[config.mk]
export PLATFORM = sky130hd
export DESIGN_NAME = deque
export DESIGN_NICKNAME = d
export VERILOG_FILES = /design/src/rtl/deque_pkg.sv /design/src/rtl/deque_ring_ptr.sv /design/src/rtl/deque.sv
export SDC_FILE = /design/constraint.sdc
export NUM_CORES = 1
export LEC_CHECK = 0
export CAP_MARGIN = 40
export CORE_MARGIN = 2
export CORE_UTILIZATION = 45
export DETAILED_ROUTE_END_ITERATION = 10
export PLACE_DENSITY = 0.64
export SYNTH_ARGS = -nofsm -noshare
export SYNTH_HDL_FRONTEND = slang
export SYNTH_HIERARCHICAL = 1
export SYNTH_SLANG_ARGS = --single-unit
[constraint.sdc]
create_clock -name clk -period 3.5 [get_ports clk]
set_input_delay 0.525 -clock clk [delete_from_list [all_inputs] [get_ports clk]]
set_output_delay 0.525 -clock clk [all_outputs]
set_load 0.01 [all_outputs]
[src/rtl/deque_pkg.sv]
// Shared definitions for the double-ended queue: end-select encoding and
// the occupancy-count width helper.
package deque_pkg;

  localparam logic END_FRONT = 1'b0;
  localparam logic END_BACK  = 1'b1;

  // Counter must hold 0..words inclusive, hence words+1 states.
  function automatic int cnt_width(input int words);
    return $clog2(words + 1);
  endfunction

endpackage

[src/rtl/deque_ring_ptr.sv]
// Circular index step: next and previous index with explicit wrap at WORDS,
// so capacities that are not a power of two wrap correctly.
module deque_ring_ptr #(
  parameter int WORDS = 16
) (
  input  logic [$clog2(WORDS)-1:0] idx,
  output logic [$clog2(WORDS)-1:0] inc,
  output logic [$clog2(WORDS)-1:0] dec
);

  localparam int IW = $clog2(WORDS);
  localparam logic [IW-1:0] LAST = IW'(WORDS - 1);

  always_comb begin
    inc = (idx == LAST) ? '0 : idx + 1'b1;
    dec = (idx == '0) ? LAST : idx - 1'b1;
  end

endmodule

[src/rtl/deque.sv]
// Bus-selected double-ended queue on a circular register array, with push,
// pop and replace at either end plus sticky overflow/underflow flags.
module deque
  import deque_pkg::*;
#(
  parameter int WIDTH = 8,
  parameter int WORDS = 16,
  parameter int ADDR  = 0,
  parameter int SELW  = 1
) (
  input  logic                          clk,
  input  logic                          rst_n,
  input  logic [SELW-1:0]               select,
  input  logic                          push,
  input  logic                          pop,
  input  logic                          end_sel,
  input  logic [WIDTH-1:0]              data_in,
  output logic [WIDTH-1:0]              front_out,
  output logic [WIDTH-1:0]              back_out,
  output logic [cnt_width(WORDS)-1:0]   count,
  output logic                          empty,
  output logic                          full,
  output logic                          overflow,
  output logic                          underflow
);

  localparam int IW = $clog2(WORDS);
  localparam int CW = cnt_width(WORDS);

  logic [WIDTH-1:0] mem [WORDS];
  logic [IW-1:0]    head, tail;
  logic [IW-1:0]    head_inc, head_dec, tail_inc, tail_dec;
  logic [CW-1:0]    cnt;
  logic             sel_q;
  logic             active;

  deque_ring_ptr #(.WORDS(WORDS)) u_head_ptr (
    .idx (head),
    .inc (head_inc),
    .dec (head_dec)
  );

  deque_ring_ptr #(.WORDS(WORDS)) u_tail_ptr (
    .idx (tail),
    .inc (tail_inc),
    .dec (tail_dec)
  );

  assign active = (select == SELW'(ADDR));
  assign empty  = (cnt == '0);
  assign full   = (cnt == CW'(WORDS));
  assign count  = cnt;

  // push&pop on an empty deque falls through to the plain-push branch.
  always_ff @(posedge clk) begin
    if (!rst_n) begin
      for (int i = 0; i < WORDS; i++) mem[i] <= '0;
      head      <= '0;
      tail      <= '0;
      cnt       <= '0;
      sel_q     <= 1'b0;
      overflow  <= 1'b0;
      underflow <= 1'b0;
    end else if (!active) begin
      sel_q <= 1'b0;
    end else begin
      sel_q <= 1'b1;
      if (push && pop && !empty) begin
        if (end_sel == END_FRONT) mem[head] <= data_in;
        else                      mem[tail_dec] <= data_in;
      end else if (push) begin
        if (!full) begin
          if (end_sel == END_FRONT) begin
            mem[head_dec] <= data_in;
            head          <= head_dec;
          end else begin
            mem[tail] <= data_in;
            tail      <= tail_inc;
          end
          cnt <= cnt + 1'b1;
        end else begin
          overflow <= 1'b1;
        end
      end else if (pop) begin
        if (!empty) begin
          if (end_sel == END_FRONT) head <= head_inc;
          else                      tail <= tail_dec;
          cnt <= cnt - 1'b1;
        end else begin
          underflow <= 1'b1;
        end
      end
    end
  end

  always_comb begin
    front_out = '0;
    back_out  = '0;
    if (sel_q && !empty) begin
      front_out = mem[head];
      back_out  = mem[tail_dec];
    end
  end

endmodule

==> results.md <==
- The run finished with clean final reports.
- At the worst endpoint, the arrival time is 2.90 ns.
- The share of the Yosys chip area taken by registers is 0.493.
- The initial utilization of the core area, before any placement, comes to 0.459.
- For the pin with the worst max-slew slack, the measured transition is approximately 0.76 ns.
- Leaving out fill and tap cells, the most frequent cells in the layout are sky130_fd_sc_hd__edfxtp_1 (128), sky130_fd_sc_hd__mux4_2 (80), sky130_fd_sc_hd__nor3_1 (78), sky130_fd_sc_hd__buf_4 (55), sky130_fd_sc_hd__nor4_1 (32).
- Hold is met by 0.499 ns.
- The standard cell with the maximum stage delay on the critical path is sky130_fd_sc_hd__mux4_2.
- The aggregate global routing overflow is 0.
- The accumulated negative setup slack is 0 ns.
- The setup check on the worst reg-to-reg path leaves a slack of roughly 0.47 ns.
- The total inserted antenna cells is 0.
- The maximum level of the CTS H-tree is 4.
- The highest attainable clock frequency is 292 MHz.
- The length of the first detailed-routing pass in iterations is 5.
- The cell area power density is approximately 500 mW/mm^2.
- The die is 142 um tall.
- TritonCTS built the clock tree.
- The cell sitting at the root of the clock tree is a sky130_fd_sc_hd__clkbuf_16.
- The final count of pins violating max slew is 0.
- The die covers 0.0203 sq mm.
- The placed instances occupy a cell area of 0.00936 sq mm.
- Row generation in the floorplan step produced 50 rows.
- The count of buffers inserted at the top-level ports is 38.
- The routed layout has 6042 vias.
- The area used by multi-input combinational logic is 0.00387 sq mm.
- The maximum number of pins on one net before global-route repair is 37.
- Setup repair after global routing could not meet its margin everywhere.
- The leakage power summed over all cells is 3.42 nW.
- The critical path goes through inv_1 > ha_2 > nand2b_1 > o21ai_4 > buf_6 > buf_16 > buf_4 > mux4_2 > mux4_2 > nor2b_1 > clkbuf_2.
- In this run the worst hold path is classified as register to register.
- The insertion delay to the later sink of the worst-skew pair is between 0.4 and 0.5 ns.
- Measured in cells, the most critical reg-to-reg path has a length of 10.
- The startpoint identified for the worst register-to-register timing path is head[0]$_SDFFE_PN0P_.
- The number of max-capacitance violations reported is 0.
- The startpoint kind of the worst setup timing path is a register.
- The number of antenna violations at the first check in global routing was 0.
- Clock tree synthesis found a total of roughly 150 sinks.
- Of the available clock period, the critical path in the final layout requires 0.980.
- In the final layout, the share of cells above drive strength 1 is 0.321.
- The region available for standard cell placement spans 0.0188 sq mm.
- STA classifies the critical path endpoint as a primary output.
- The number of buffers inserted by hold repair at cts is 0.
- The first routing iteration left 670 violations.
- After filler insertion, the fill cell instance count of the layout stands at approximately 1500.
- The largest fanout on the critical path is 10.
- Once detail routing completed, the nets flagged for antenna violations numbered 0.
- The mean routed wirelength per cell is 25.8 um.
- The destination of the worst register-to-register timing path is mem[8][3]$_SDFFCE_PN0P_.
- After synthesis the cells add up to 0.00861 sq mm.
- Clock-pin slew was measured on the worst setup and hold paths at 0.06 ns.
- The number of nets handed over by synthesis was 637.
- The number of buffers and inverters on the critical path is 5.
- In the routed design, unresolved DRC markers number 0.
- Counting stages on the worst path, the most repeated cell is sky130_fd_sc_hd__mux4_2.
- Using the TritonRoute via totals, the vias-per-cell ratio works out to 6.59.
- The overall power of the completed layout is 5.12 mW.
- For this run, the slowest stage of the critical path takes 0.48 ns.
- The worst setup path is of the register to primary output kind.
- The most common cell after layout, fill and taps aside is sky130_fd_sc_hd__edfxtp_1.
- After detailed routing, the total wire length is ~24000 um.
- The number of clock buffers added by TritonCTS is 17.
- The most critical setup path has its startpoint at tail[0]$_SDFFE_PN0P_.
- The number of enable flip-flop cells after synthesis is around 130.
- The layout overhead on the synthesized area is 16.3%.
- The data required time at the worst endpoint is 2.97 ns.
- Synthesis produced a netlist whose cell count is 615.
- The normalized max-slew margin is 0.494.
- The post-route cell area is 0.0100 sq mm.
- The cell family with the largest share of critical-path delay is multiplexers.
- Setup violations remaining at the end of the flow were counted as 0.
- The final number of hold-violating endpoints is 0.
- The total stage count of the critical path is 11.
- Across the routed clock network, the largest skew measured is 0.00805 ns.
- The HPWL reported at the end of detailed placement is 16000 um.
- The die outline width is 142 um.
- The dominant register cell in the synthesized netlist is sky130_fd_sc_hd__edfxtp_1.
- The count of nets after finishing is 692.
- Synthesis instantiated just under 60 different standard cells from the library.
- The fraction of registers with async set or reset after synthesis is 0.
- The critical path ends at back_out[3].
- The count of state elements after synthesis is 148.
- The average instance in the mapped netlist occupies 14.0 sq um.
- The total global routing track utilization is 0.242.
- At the end of routability-driven placement, the weighted congestion stood at 0.870.
- The clock passes through at most 2 buffers.
- The via count of the first global-routing pass was ~6000.
- The warning count from the yosys run is 6.
- The first global-routing pass estimated ~36000 um of wire.
- The number of placed I/O pins is 39.
- The clock period minus final worst setup slack is around 3.4 ns.
- Across the VDD grid, the largest voltage drop is about 0.00037 V.
- The flip-flop and latch area is 0.00425 sq mm.
## how the worst min path moves through the flow
| stage | from | end | cells after the start |
|---|---|---|---|
| 2_1_floorplan | tail[2]$_SDFFE_PN0P_ | tail[2]$_SDFFE_PN0P_ | 2 |
| 3_3_place_gp | overflow$_SDFFE_PN0P_ | overflow$_SDFFE_PN0P_ | 2 |
| 3_5_place_dp | overflow$_SDFFE_PN0P_ | overflow$_SDFFE_PN0P_ | 2 |
| 4_1_cts | overflow$_SDFFE_PN0P_ | overflow$_SDFFE_PN0P_ | 2 |
| 5_1_grt | overflow$_SDFFE_PN0P_ | overflow$_SDFFE_PN0P_ | 2 |
| 6_report | overflow$_SDFFE_PN0P_ | overflow$_SDFFE_PN0P_ | 2 |
## layer usage
layer | vias to the layer above | share of wire | track usage
li1 | 2599 | - | -
met1 | 3050 | 0.41 | 0.336
met2 | 350 | 0.47 | 0.379
met3 | 43 | 0.085 | 0.0511
met4 | 0 | 0.027 | 0.0907
met5 | - | 0 | 0
## synthesized netlist by cell type, types with 2 or more instances
library cell | count | area share
sky130_fd_sc_hd__buf_1 | 2 | 0.00087
sky130_fd_sc_hd__nand2b_1 | 3 | 0.0022
sky130_fd_sc_hd__inv_1 | 20 | 0.0087
sky130_fd_sc_hd__o211ai_2 | 2 | 0.0029
sky130_fd_sc_hd__nor3_2 | 18 | 0.021
sky130_fd_sc_hd__buf_4 | 6 | 0.0052
sky130_fd_sc_hd__a21oi_1 | 7 | 0.0041
sky130_fd_sc_hd__dfxtp_1 | 20 | 0.046
sky130_fd_sc_hd__o31ai_1 | 4 | 0.0035
sky130_fd_sc_hd__edfxtp_1 | 128 | 0.45
sky130_fd_sc_hd__nor2_1 | 18 | 0.0078
sky130_fd_sc_hd__a21o_2 | 5 | 0.0051
sky130_fd_sc_hd__dlygate4sd3_1 | 3 | 0.0035
sky130_fd_sc_hd__ha_1 | 7 | 0.010
sky130_fd_sc_hd__mux2_2 | 2 | 0.0026
sky130_fd_sc_hd__a31oi_1 | 7 | 0.0051
sky130_fd_sc_hd__nor4_1 | 32 | 0.023
sky130_fd_sc_hd__buf_6 | 9 | 0.012
sky130_fd_sc_hd__o21ba_1 | 2 | 0.0023
sky130_fd_sc_hd__a211oi_1 | 12 | 0.010
sky130_fd_sc_hd__clkbuf_1 | 21 | 0.0092
sky130_fd_sc_hd__a21o_1 | 2 | 0.0017
sky130_fd_sc_hd__buf_12 | 2 | 0.0046
sky130_fd_sc_hd__mux2i_1 | 15 | 0.017
sky130_fd_sc_hd__mux4_2 | 80 | 0.21
sky130_fd_sc_hd__o211ai_1 | 6 | 0.0052
sky130_fd_sc_hd__xor2_1 | 4 | 0.0041
sky130_fd_sc_hd__nand2_1 | 10 | 0.0044
sky130_fd_sc_hd__nor2b_1 | 19 | 0.014
sky130_fd_sc_hd__o22ai_1 | 2 | 0.0015
sky130_fd_sc_hd__xnor2_1 | 4 | 0.0041
sky130_fd_sc_hd__buf_2 | 20 | 0.012
sky130_fd_sc_hd__nor3_1 | 78 | 0.045
sky130_fd_sc_hd__o21ai_0 | 19 | 0.011
sky130_fd_sc_hd__a211o_1 | 2 | 0.0020
## flip-flops by register name (all words and copies together) (netlist names), named ones only
signal and flops:
count 5, sel_q 1, tail 4, underflow 1
mem 128, overflow 1, head 4
## layout make-up
class | instances | share of cell area
inverters | 21 | 0.00787
repair buffers | 102 | 0.0937
well taps | 234 | 0.0292
clock buffers | 19 | 0.0432
clock inverters | 13 | 0.0157
flip-flops and latches | 148 | 0.424
multi-input cells | 380 | 0.386
## worst register-to-register path, cell delays in order (launching register included)
cell	delay, ns
sky130_fd_sc_hd__dfxtp_1	0.59
sky130_fd_sc_hd__inv_1	0.09
sky130_fd_sc_hd__ha_1	0.24
sky130_fd_sc_hd__nand2b_1	0.07
sky130_fd_sc_hd__o21ai_0	0.14
sky130_fd_sc_hd__mux2i_1	0.20
sky130_fd_sc_hd__o211ai_1	0.13
sky130_fd_sc_hd__a21o_2	0.28
sky130_fd_sc_hd__a211o_1	0.45
sky130_fd_sc_hd__o21ai_0	0.30
sky130_fd_sc_hd__buf_4	0.22
## logic make-up after synthesis
family | share of synthesized area
adder cells (fa/ha/maj) | 0.0125
AND/OR/NAND/NOR | 0.126
flip-flops | 0.493
XOR/XNOR | 0.00813
multiplexers | 0.229
buffers and inverters | 0.0598
AO/OA/AOI/OAI | 0.0716
## power by group
group	leakage [nW]	total, mW	switching, mW	internal, mW
combinational	1.66	1.16	0.634	0.529
clock	0.279	1.85	0.727	1.12
sequential	1.48	2.11	0.0946	2.01
total	3.42	5.12	1.46	3.66
## timing repair
item,in CTS,in global routing
cloned,1,1
resized for setup,16,10
setup buffers,3,1
endpoints found under the setup margin,8,8
pin swaps,1,1
## metrics by stage
stage          cells   util  setup WS, ns
2_1_floorplan    615      -         0.381
3_3_place_gp     879  0.499         0.257
3_5_place_dp     879  0.499         0.217
4_1_cts          915  0.533       0.00641
5_1_grt          917  0.534       -0.0356
6_report         917  0.534        0.0704
Power figures use the tool's default switching activity.
